==> src/rtl/xgmac_pkg.sv <==
// Shared definitions for the 10G MAC transmit feeder: bus widths, FSM encoding
// and byte-residue helpers used by both the length calculator and the framer.
package xgmac_pkg;

    localparam int C_AXIS_W = 64;
    localparam int C_KEEP_W = 8;
    localparam int C_LEN_W  = 14;
    localparam int C_WCNT_W = 12;

    typedef enum logic [1:0] {
        ST_IDLE  = 2'd0,
        ST_FIRST = 2'd1,
        ST_SEND  = 2'd2,
        ST_DRAIN = 2'd3
    } tx_state_e;

    // Residue 0 means a completely filled last beat.
    function automatic logic [C_KEEP_W-1:0] residue_to_keep(input logic [2:0] residue);
        logic [C_KEEP_W-1:0] keep;
        case (residue)
            3'd0:    keep = 8'hFF;
            3'd1:    keep = 8'h01;
            3'd2:    keep = 8'h03;
            3'd3:    keep = 8'h07;
            3'd4:    keep = 8'h0F;
            3'd5:    keep = 8'h1F;
            3'd6:    keep = 8'h3F;
            3'd7:    keep = 8'h7F;
            default: keep = 8'hFF;
        endcase
        return keep;
    endfunction

    function automatic logic [C_AXIS_W-1:0] keep_to_mask(input logic [C_KEEP_W-1:0] keep);
        logic [C_AXIS_W-1:0] mask;
        mask = {C_AXIS_W{1'b0}};
        for (int i = 0; i < C_KEEP_W; i++) begin
            mask[i*8 +: 8] = {8{keep[i]}};
        end
        return mask;
    endfunction

endpackage

==> src/rtl/xgmac_tx_lencalc.sv <==
// Derives legality, word counts and last-beat byte enables from a frame length.
// Legality is combinational for the accept decision; the rest is captured on load.
module xgmac_tx_lencalc
    import xgmac_pkg::*;
#(
    parameter int C_MIN_LEN = 60,
    parameter int C_MAX_LEN = 9600,
    parameter int C_PAD_EN  = 1
) (
    input  logic                clk,
    input  logic                rst_n,
    input  logic                i_load,
    input  logic [C_LEN_W-1:0]  i_len,
    output logic                o_legal,
    output logic [C_WCNT_W-1:0] o_src_words,
    output logic [C_WCNT_W-1:0] o_tot_words,
    output logic [C_KEEP_W-1:0] o_last_keep,
    output logic [C_KEEP_W-1:0] o_last_mask
);

    localparam logic [C_LEN_W-1:0] C_MIN_L = C_LEN_W'(C_MIN_LEN);
    localparam logic [C_LEN_W-1:0] C_MAX_L = C_LEN_W'(C_MAX_LEN);
    localparam logic               C_PAD_B = (C_PAD_EN != 0);

    logic                 w_legal;
    logic                 w_pad;
    logic [C_LEN_W-1:0]   w_eff_len;
    logic [C_LEN_W:0]     w_src_sum;
    logic [C_LEN_W:0]     w_tot_sum;
    logic [C_KEEP_W-1:0]  w_last_keep;
    logic [C_KEEP_W-1:0]  w_last_mask;

    logic [C_WCNT_W-1:0]  r_src_words;
    logic [C_WCNT_W-1:0]  r_tot_words;
    logic [C_KEEP_W-1:0]  r_last_keep;
    logic [C_KEEP_W-1:0]  r_last_mask;

    // Length arithmetic; the source mask zeroes bytes past cmd_len only for padded runts.
    always_comb begin
        w_legal     = (i_len != {C_LEN_W{1'b0}}) && (i_len <= C_MAX_L);
        w_pad       = C_PAD_B && (i_len < C_MIN_L);
        w_eff_len   = w_pad ? C_MIN_L : i_len;
        w_src_sum   = {1'b0, i_len} + 15'd7;
        w_tot_sum   = {1'b0, w_eff_len} + 15'd7;
        w_last_keep = residue_to_keep(w_eff_len[2:0]);
        w_last_mask = w_pad ? residue_to_keep(i_len[2:0]) : 8'hFF;
    end

    // Capture the derived frame geometry on command acceptance.
    always_ff @(posedge clk or negedge rst_n) begin
        if (!rst_n) begin
            r_src_words <= {C_WCNT_W{1'b0}};
            r_tot_words <= {C_WCNT_W{1'b0}};
            r_last_keep <= 8'h00;
            r_last_mask <= 8'h00;
        end else if (i_load) begin
            r_src_words <= w_src_sum[C_LEN_W:3];
            r_tot_words <= w_tot_sum[C_LEN_W:3];
            r_last_keep <= w_last_keep;
            r_last_mask <= w_last_mask;
        end
    end

    assign o_legal     = w_legal;
    assign o_src_words = r_src_words;
    assign o_tot_words = r_tot_words;
    assign o_last_keep = r_last_keep;
    assign o_last_mask = r_last_mask;

endmodule

==> src/rtl/xgmac_tx_feeder.sv <==
// AXI4-Stream framer for the 10G MAC transmit path: frames an unframed word source
// by byte length, pads runts, and aborts with tuser if the source starves mid-frame.
module xgmac_tx_feeder
    import xgmac_pkg::*;
#(
    parameter int C_MIN_LEN = 60,
    parameter int C_MAX_LEN = 9600,
    parameter int C_PAD_EN  = 1
) (
    input  logic                clk156,
    input  logic                tx_axis_aresetn,
    input  logic                cmd_valid,
    output logic                cmd_ready,
    input  logic [C_LEN_W-1:0]  cmd_len,
    input  logic [C_AXIS_W-1:0] src_tdata,
    input  logic                src_tvalid,
    output logic                src_tready,
    output logic [C_AXIS_W-1:0] tx_axis_tdata,
    output logic [C_KEEP_W-1:0] tx_axis_tkeep,
    output logic                tx_axis_tvalid,
    output logic                tx_axis_tlast,
    output logic                tx_axis_tuser,
    input  logic                tx_axis_tready,
    output logic                frame_done,
    output logic                underrun,
    output logic                len_err,
    output logic [31:0]         frame_cnt
);

    tx_state_e            r_state;
    tx_state_e            w_state_nxt;
    logic                 r_cmd_ready;
    logic [C_WCNT_W-1:0]  r_src_cnt;
    logic [C_WCNT_W-1:0]  r_beat_cnt;
    logic [C_AXIS_W-1:0]  r_tdata;
    logic [C_KEEP_W-1:0]  r_tkeep;
    logic                 r_tvalid;
    logic                 r_tlast;
    logic                 r_tuser;
    logic                 r_frame_done;
    logic                 r_underrun;
    logic                 r_len_err;
    logic [31:0]          r_frame_cnt;

    logic                 w_legal;
    logic [C_WCNT_W-1:0]  w_src_words;
    logic [C_WCNT_W-1:0]  w_tot_words;
    logic [C_KEEP_W-1:0]  w_last_keep;
    logic [C_KEEP_W-1:0]  w_last_mask;

    logic                 w_adv;
    logic                 w_cmd_hs;
    logic                 w_tx_hs;
    logic                 w_src_left;
    logic                 w_src_last;
    logic                 w_beat_last;
    logic [C_AXIS_W-1:0]  w_src_word;
    logic [C_KEEP_W-1:0]  w_word_keep;

    logic                 w_src_tready;
    logic                 w_take;
    logic                 w_start;
    logic                 w_load;
    logic [C_AXIS_W-1:0]  w_ld_data;
    logic [C_KEEP_W-1:0]  w_ld_keep;
    logic                 w_ld_last;
    logic                 w_ld_user;
    logic                 w_underrun;
    logic                 w_len_err;

    xgmac_tx_lencalc #(
        .C_MIN_LEN (C_MIN_LEN),
        .C_MAX_LEN (C_MAX_LEN),
        .C_PAD_EN  (C_PAD_EN)
    ) u_lencalc (
        .clk         (clk156),
        .rst_n       (tx_axis_aresetn),
        .i_load      (w_cmd_hs),
        .i_len       (cmd_len),
        .o_legal     (w_legal),
        .o_src_words (w_src_words),
        .o_tot_words (w_tot_words),
        .o_last_keep (w_last_keep),
        .o_last_mask (w_last_mask)
    );

    // Handshake qualifiers and the per-beat view of the current source word.
    always_comb begin
        w_adv       = !r_tvalid || tx_axis_tready;
        w_cmd_hs    = r_cmd_ready && cmd_valid;
        w_tx_hs     = r_tvalid && tx_axis_tready;
        w_src_left  = (r_src_cnt < w_src_words);
        w_src_last  = (r_src_cnt == (w_src_words - 12'd1));
        w_beat_last = (r_beat_cnt == (w_tot_words - 12'd1));
        w_word_keep = w_beat_last ? w_last_keep : 8'hFF;
        w_src_word  = w_src_last ? (src_tdata & keep_to_mask(w_last_mask)) : src_tdata;
    end

    // Next-state and beat-load decode.
    always_comb begin
        w_state_nxt  = r_state;
        w_src_tready = 1'b0;
        w_take       = 1'b0;
        w_start      = 1'b0;
        w_load       = 1'b0;
        w_ld_data    = {C_AXIS_W{1'b0}};
        w_ld_keep    = 8'h00;
        w_ld_last    = 1'b0;
        w_ld_user    = 1'b0;
        w_underrun   = 1'b0;
        w_len_err    = 1'b0;
        case (r_state)
            ST_IDLE: begin
                if (w_cmd_hs && w_legal) begin
                    w_start     = 1'b1;
                    w_state_nxt = ST_FIRST;
                end else if (w_cmd_hs) begin
                    w_len_err   = 1'b1;
                end else begin
                    w_state_nxt = ST_IDLE;
                end
            end
            ST_FIRST: begin
                w_src_tready = w_adv;
                if (w_adv && src_tvalid) begin
                    w_take      = 1'b1;
                    w_load      = 1'b1;
                    w_ld_data   = w_src_word;
                    w_ld_keep   = w_word_keep;
                    w_ld_last   = w_beat_last;
                    w_state_nxt = w_beat_last ? ST_IDLE : ST_SEND;
                end else begin
                    w_state_nxt = ST_FIRST;
                end
            end
            ST_SEND: begin
                // A starved source is only judged on cycles the output could advance.
                if (w_src_left) begin
                    w_src_tready = w_adv;
                    if (w_adv && src_tvalid) begin
                        w_take      = 1'b1;
                        w_load      = 1'b1;
                        w_ld_data   = w_src_word;
                        w_ld_keep   = w_word_keep;
                        w_ld_last   = w_beat_last;
                        w_state_nxt = w_beat_last ? ST_IDLE : ST_SEND;
                    end else if (w_adv) begin
                        w_load      = 1'b1;
                        w_ld_keep   = 8'hFF;
                        w_ld_last   = 1'b1;
                        w_ld_user   = 1'b1;
                        w_underrun  = 1'b1;
                        w_state_nxt = ST_DRAIN;
                    end else begin
                        w_state_nxt = ST_SEND;
                    end
                end else if (w_adv) begin
                    w_load      = 1'b1;
                    w_ld_keep   = w_word_keep;
                    w_ld_last   = w_beat_last;
                    w_state_nxt = w_beat_last ? ST_IDLE : ST_SEND;
                end else begin
                    w_state_nxt = ST_SEND;
                end
            end
            ST_DRAIN: begin
                w_src_tready = 1'b1;
                if (src_tvalid) begin
                    w_take      = 1'b1;
                    w_state_nxt = w_src_last ? ST_IDLE : ST_DRAIN;
                end else begin
                    w_state_nxt = ST_DRAIN;
                end
            end
            default: begin
                w_state_nxt = ST_IDLE;
            end
        endcase
    end

    // FSM state, counters, output register and status pulses.
    always_ff @(posedge clk156 or negedge tx_axis_aresetn) begin
        if (!tx_axis_aresetn) begin
            r_state      <= ST_IDLE;
            r_cmd_ready  <= 1'b0;
            r_src_cnt    <= {C_WCNT_W{1'b0}};
            r_beat_cnt   <= {C_WCNT_W{1'b0}};
            r_tdata      <= {C_AXIS_W{1'b0}};
            r_tkeep      <= 8'h00;
            r_tvalid     <= 1'b0;
            r_tlast      <= 1'b0;
            r_tuser      <= 1'b0;
            r_frame_done <= 1'b0;
            r_underrun   <= 1'b0;
            r_len_err    <= 1'b0;
            r_frame_cnt  <= 32'd0;
        end else begin
            r_state     <= w_state_nxt;
            r_cmd_ready <= (w_state_nxt == ST_IDLE);
            if (w_start) begin
                r_src_cnt  <= {C_WCNT_W{1'b0}};
                r_beat_cnt <= {C_WCNT_W{1'b0}};
            end else begin
                r_src_cnt  <= w_take ? (r_src_cnt + 12'd1) : r_src_cnt;
                r_beat_cnt <= w_load ? (r_beat_cnt + 12'd1) : r_beat_cnt;
            end
            if (w_adv) begin
                r_tvalid <= w_load;
                r_tdata  <= w_ld_data;
                r_tkeep  <= w_ld_keep;
                r_tlast  <= w_ld_last;
                r_tuser  <= w_ld_user;
            end
            r_frame_done <= w_tx_hs && r_tlast && !r_tuser;
            r_frame_cnt  <= (w_tx_hs && r_tlast && !r_tuser) ? (r_frame_cnt + 32'd1) : r_frame_cnt;
            r_underrun   <= w_underrun;
            r_len_err    <= w_len_err;
        end
    end

    assign cmd_ready      = r_cmd_ready;
    assign src_tready     = w_src_tready;
    assign tx_axis_tdata  = r_tdata;
    assign tx_axis_tkeep  = r_tkeep;
    assign tx_axis_tvalid = r_tvalid;
    assign tx_axis_tlast  = r_tlast;
    assign tx_axis_tuser  = r_tuser;
    assign frame_done     = r_frame_done;
    assign underrun       = r_underrun;
    assign len_err        = r_len_err;
    assign frame_cnt      = r_frame_cnt;

endmodule

==> config.mk <==
export PLATFORM = sky130hd
export DESIGN_NAME = xgmac_tx_feeder
export DESIGN_NICKNAME = d
export VERILOG_FILES = /design/src/rtl/xgmac_pkg.sv /design/src/rtl/xgmac_tx_lencalc.sv /design/src/rtl/xgmac_tx_feeder.sv
export SDC_FILE = /design/constraint.sdc
export NUM_CORES = 1
export LEC_CHECK = 0
export BUFFER_PORTS_ARGS = -buffer_cell sky130_fd_sc_hd__buf_2
export CORE_UTILIZATION = 35
export DETAILED_ROUTE_END_ITERATION = 10
export GPL_TIMING_DRIVEN = 0
export PLACE_DENSITY = 0.59
export SYNTH_ARGS = -nofsm -noshare
export SYNTH_HDL_FRONTEND = slang
export SYNTH_SLANG_ARGS = --single-unit
==> constraint.sdc <==
create_clock -name clk156 -period 4.8 [get_ports clk156]
set_clock_uncertainty 0.2 [all_clocks]
set_input_delay 0.48 -clock clk156 [delete_from_list [all_inputs] [get_ports clk156]]
set_output_delay 0.48 -clock clk156 [all_outputs]
set_load 0.005 [all_outputs]
Word-level counts from Yosys, hierarchy flattened. Memory sizes are Yosys's and may differ from the RTL's. A register that Yosys moved wholly into a read port is not among the register bits. Cells that the tools add are included.

Add/subtract/negate cells: 7. Multipliers: 0. Divide/modulo/power cells: 0. Order comparisons: 3. Equality and inequality tests: 5. Shifts and indexed selects: 0. Muxes and demuxes: 51. Bitwise logic cells: 1. Reductions and logical operators: 16.

Operators by type and width (number): two-way mux 64 bit (3); one-hot mux 64 bit (2 select lines) (1); AND 64 bit (1); two-way mux 12 bit (4); two-way mux 8 bit (5); adder 32 x 1 -> 32 bit, second input constant (1); adder 14 x 3 -> 15 bit, second input constant (2); adder 12 x 1 -> 12 bit, second input constant (2); equality test 12 bit (2); subtractor 12 x 1 -> 12 bit, second input constant (2); two-way mux 1 bit (22); two-way mux 2 bit (9); one-hot mux 8 bit (2 select lines) (1); less-or-equal comparator 14 bit, second input constant (1); < comparator 14 x 6 -> 1 bit, second input constant (1); two-way mux 14 bit (1); nonzero test 14 bit (1); < comparator 12 bit (1); one-hot mux 2 bit (4 select lines) (1); logical AND 1 bit (7); one-hot mux 1 bit (3 select lines) (2); equality test 2 bit, second input constant (2); zero test 2 bit (2); one-hot mux 1 bit (2 select lines) (2); 4 further kinds (7).

Register bits after elaboration: 177. Bits in latches: 0. Memory bits (writable): 0. Memory bits (read-only): 112. Input port bits: 83. Output and inout port bits: 112. Word-level logic and storage cells: 102. Memories kept: 2.

Memories: (name not given) (words 8, width 7, read ports 1, clocked after memory_dff 1, write ports 0, RTL line xgmac_pkg.sv:20) `case (residue)`; (name not given) (words 8, width 7, read ports 1, clocked after memory_dff 0, write ports 0, RTL line xgmac_pkg.sv:20).

Depth between registers and ports, before layout.
Word-level depth: 8. Depth in mapped cells: 11. Depth with buffers taken out: 9.

Hierarchy. Synthesis repeated with hierarchy kept, for this count alone.

Cells, all modules: 840. Area, all modules: 8793.4 um2.

Modules (own cells, without submodules): xgmac_tx_feeder (instances 1, cells each 619, area each 6698.9 um2, seq. area each 3428.3 um2); xgmac_tx_lencalc (instances 1, cells each 221, area each 2094.5 um2, seq. area each 975.9 um2).

Worst setup path before layout. Ideal clock, no wire load.

Path type: input port to flip-flop. Start: input cmd_len[8]. End: register u_lencalc.r_tot_words[7] (netlist: u_lencalc.o_tot_words[7]). Setup time: 0.083 ns. Arrival: 2.799 ns. Data required time: 4.517 ns. Slack: 1.718 ns. Cell stages on the path: 10. Path buffers: 1. Path through: clkbuf_1 > or4_1 > a211oi_2 > nand2b_1 > ha_1 > nand2b_1 > a21oi_1 > nor3_1 > xnor2_1 > o21ai_0.

Cells in the longest elaborated chain, start to end: 3.

RTL lines: start, declared (RTL line xgmac_tx_feeder.sv:14) `input logic [C_LEN_W-1:0] cmd_len,`; < comparator 14 x 6 -> 1 bit (RTL line xgmac_tx_lencalc.sv:41) `w_pad = C_PAD_B && (i_len < C_MIN_L);`; two-way mux 14 bit * (RTL line xgmac_tx_lencalc.sv:42) `w_eff_len = w_pad ? C_MIN_L : i_len;`; adder 14 x 3 -> 15 bit * (RTL line xgmac_tx_lencalc.sv:44) `w_tot_sum = {1'b0, w_eff_len} + 15'd7;`; end signal, assigned (RTL line xgmac_tx_lencalc.sv:53) `r_tot_words <= {C_WCNT_W{1'b0}};`; end signal, assigned (RTL line xgmac_tx_lencalc.sv:58) `r_tot_words <= w_tot_sum[C_LEN_W:3];`; end, declared (RTL line xgmac_tx_lencalc.sv:34) `logic [C_WCNT_W-1:0] r_tot_words;`.

Mark *: on every way between the ends. The rest lies on a longest branch, timed or not. A chain may end at the register's enable or synchronous reset.

Worst setup path in the final report.
Start: register u_lencalc.r_src_words[5] (netlist: u_lencalc.o_src_words[5]). End: register r_tdata[50] (netlist: tx_axis_tdata[50]).

Cells in the longest elaborated chain, start to end: 6. Elaborated cells on any way between the ends: 7. Classes of those cells: 1 x add/sub; 1 x order compare; 1 x eq/ne; 4 x mux.

RTL lines: start, declared (RTL line xgmac_tx_lencalc.sv:33) `logic [C_WCNT_W-1:0] r_src_words;`; start signal, assigned (RTL line xgmac_tx_lencalc.sv:52) `r_src_words <= {C_WCNT_W{1'b0}};`; start signal, assigned (RTL line xgmac_tx_lencalc.sv:57) `r_src_words <= w_src_sum[C_LEN_W:3];`; subtractor 12 x 1 -> 12 bit (RTL line xgmac_tx_feeder.sv:93) `w_src_last = (r_src_cnt == (w_src_words - 12'd1));`; equality test 12 bit (RTL line xgmac_tx_feeder.sv:93); two-way mux 64 bit (RTL line xgmac_tx_feeder.sv:96) `w_src_word = w_src_last ? (src_tdata & keep_to_mask(w_last_mask)) : src_tdata;`; two-way mux 64 bit (RTL line xgmac_tx_feeder.sv:125, xgmac_tx_feeder.sv:140); two-way mux 64 bit (RTL line xgmac_tx_feeder.sv:138) `if (w_src_left) begin`; one-hot mux 64 bit (2 select lines) * (RTL line xgmac_tx_feeder.sv:112) `case (r_state)`; end signal, assigned (RTL line xgmac_tx_feeder.sv:188) `r_tdata <= {C_AXIS_W{1'b0}};`; end signal, assigned (RTL line xgmac_tx_feeder.sv:209) `r_tdata <= w_ld_data;`; end, declared (RTL line xgmac_tx_feeder.sv:35) `logic [C_AXIS_W-1:0] r_tdata;`.

Marks and branches as above.

==> reports/metrics.cfg <==
[global_route]
grtUsageTotal_pct=18.3
gr-usage-met2_pct=28.6
grt-ovfl-total=0
use_met3_pct=3.44
grt_antenna_before_repair=0
busiest_layer=met2
grt.met1_usage_pct=26.1
grt_pass1_wl_mm=38.1
grt_pass1_vias=7066
grt_max_degree=96

[placement]
port_buffers=191
placed_cells=1364
dp_slack_ns=1.12
dp.final_hpwl_mm=17.6
dpl-instance-area_um2=10300
place.gp.congestion=0.829

[sta]
worstMarginPinSlew_ns=0.793
hold_viol=0
finalCritPeriodShare_pct=75.3
fin_crit_ns=3.62
setup_violations=0
maxSlewViolCount=0
holdWs_ns=0.0819
tns_ns=0
rsz0062_at_grt=no
maxSlewHeadroom_pct=46.4
setup_ws_ns=1.18
timing.fmax_ghz=0.277

[yosys]
synth_flop_cell=dfrtp_1
syn-num-nets=959
yosys_warnings=0
synth_area_um2=8900
synth-seq-cells=176
ys_seq_area_share_pct=49.5
syn_avg_cell_area_um2=10.5
synth-async-reset-ratio_pct=100
ys_types=65
syn_inst=848
synth_edf_count=0

[drt]
ant_nets=0
viasPerCell=5.31
drt-total-wl_mm=23.4
wl_per_cell_um=16.8
vias=7414
drt_drc_violations_left=0
drtPass1Iterations=4
drt-initial-drc-count=468

[run]
drv_cap=0

[worst_setup_path]
critical_path_class=reg -> reg
crit_fanout=10
end_kind=register
r2r_start=u_lencalc.o_src_words[5]
worst_ep_required_time_ns=4.97
cp-start-kind=register
worstPathArrival_ns=3.79
critPathLaunch=u_lencalc.o_src_words[5]

[clock_network]
cts_tree=done
clockBufferDepth=2
post_cts_buffers=0
cts_sinks=176
root_buffer=clkbuf_16
cts_buffers=17
htreeDepth=4
clk-insertion-delay-late_ns=0.43
path_clk_slew_ns=0.08

[floorplan]
rows=57
core_um2=24600
die_h_um=161
start_util_pct=36.2
die_w_um=161
dieArea_um2=26100
pin_count=195

[min_path]
min_path_type=in -> reg
hp-start=src_tdata[60]

[outcome]
outcome=complete, no violations

[power]
ir_drop_mv=0.214
powerDensity_nw_per_um2=326
totalPowerFinal_mw=3.54
p_leak_nw=5.23

[cells_and_area]
layout.cells.non_filler=1397
drive_above_1_share_pct=22.6
nets=1171
area_growth_pct=22.3
final_area_um2=10900
antenna_cells=0
finish.utilization_pct=44.3

[logic make-up after synthesis]
family / count (synthesis) / synth area share (%)
xor gates and xnor gates: 85 / 8.36
DFF: 176 / 49.5
AOI/OAI and AO/OA: 207 / 18.1
and+or+nand+nor: 267 / 15.4
buffers and inverters: 80 / 4.06
muxes: 5 / 0.576
adders and majority gates: 28 / 3.94
[where the power goes]
| part | leakage, nW | internal, mW | switching [mW] |
|---|---|---|---|
| logic | 2.61 | 0.219 | 0.326 |
| clock network | 0.280 | 0.705 | 0.660 |
| registers | 2.35 | 1.55 | 0.0796 |
[cells in the mapped netlist (all sizes together) (8+ instances only)]
cell    count  share of area [%]
dfrtp     176                 49
nand2      77                3.2
a32o       64                7.2
xnor2      55                5.4
nor2       42                1.8
clkbuf     40                1.7
o21ai      39                2.2
xor2       30                3.0
inv        29                1.2
ha         28                3.9
a21oi      27                1.5
nand3      25                1.4
nand4      18                1.3
nor3       18                1.0
and3       16                1.1
or3        13               0.91
a31oi      12               0.84
buf        11                1.2
or2        10               0.70
nand2b      9               0.63
a21o        8               0.67
o31ai       8               0.67
[flip-flops by register name, indices dropped and copies added (netlist names), 8 cells and up]
signal / cells
tx_axis_tdata: 64
frame_cnt: 32
r_beat_cnt: 12
r_src_cnt: 12
u_lencalc.o_src_words: 12
u_lencalc.o_tot_words: 12
tx_axis_tkeep: 8
u_lencalc.o_last_mask: 8
[routing by layer]
metal  vias to the layer above  wire [µm]
li1                       3545          -
met1                      3672      11200
met2                       179      10900
met3                        18       1070
met4                         0        247
met5                         -          0
[cell type report]
| cell class | instances | area [µm²] |
|---|---|---|
| inverters | 29 | 109 |
| flip-flops and latches | 176 | 4400 |
| multi-input cells | 592 | 4140 |
| fillers | 2434 | 13700 |
| clock inverters | 14 | 139 |
| clock buffers | 18 | 439 |
| repair buffers | 193 | 1000 |
| plain buffers | 51 | 253 |
| well taps | 324 | 405 |
[cells in the final DEF, fill, tap and decap left out, types with 9 or more instances in the layout]
| cell | instances |
|---|---|
| nand4_1 | 18 |
| a32o_1 | 64 |
| nand2b_1 | 9 |
| xor2_1 | 30 |
| nor2_1 | 42 |
| inv_1 | 29 |
| nand2_1 | 77 |
| a31oi_1 | 12 |
| buf_2 | 191 |
| o21ai_0 | 39 |
| and3_1 | 16 |
| dfrtp_1 | 176 |
| ha_1 | 28 |
| clkbuf_16 | 17 |
| nand3_1 | 25 |
| clkbuf_1 | 40 |
| or3_1 | 13 |
| a21oi_1 | 27 |
| xnor2_1 | 55 |
| nor3_1 | 18 |
[path summary, 6_finish.rpt]
check	to	slack (ns)	cells after the start
worst min-delay path	tx_axis_tdata[60]	0.08	2
worst min register to register	frame_cnt[31]	0.26	1
min in group asynchronous	tx_axis_tdata[43]	0.46	2
max in group asynchronous	u_lencalc.o_src_words[6]	3.08	3
worst max register to register	tx_axis_tdata[50]	1.18	11
worst max-delay path	tx_axis_tdata[50]	1.18	11
[critical path, cell delays in order, from the launching register on]
cell and delay [ns]:
dfrtp_1 0.32, clkbuf_1 0.29, inv_1 0.08, ha_1 0.29, a21o_1 0.18, nand3_1 0.09, a21oi_1 0.09, nor3_1 0.66
o2111a_1 0.25, buf_1 0.43, clkbuf_1 0.43, a32o_1 0.24
[repair_timing]
action	in CTS	in global routing
resized for setup	0	0
endpoints found under the hold margin	94	0
hold buffers	1	0
Power figures use the tool's default switching activity.
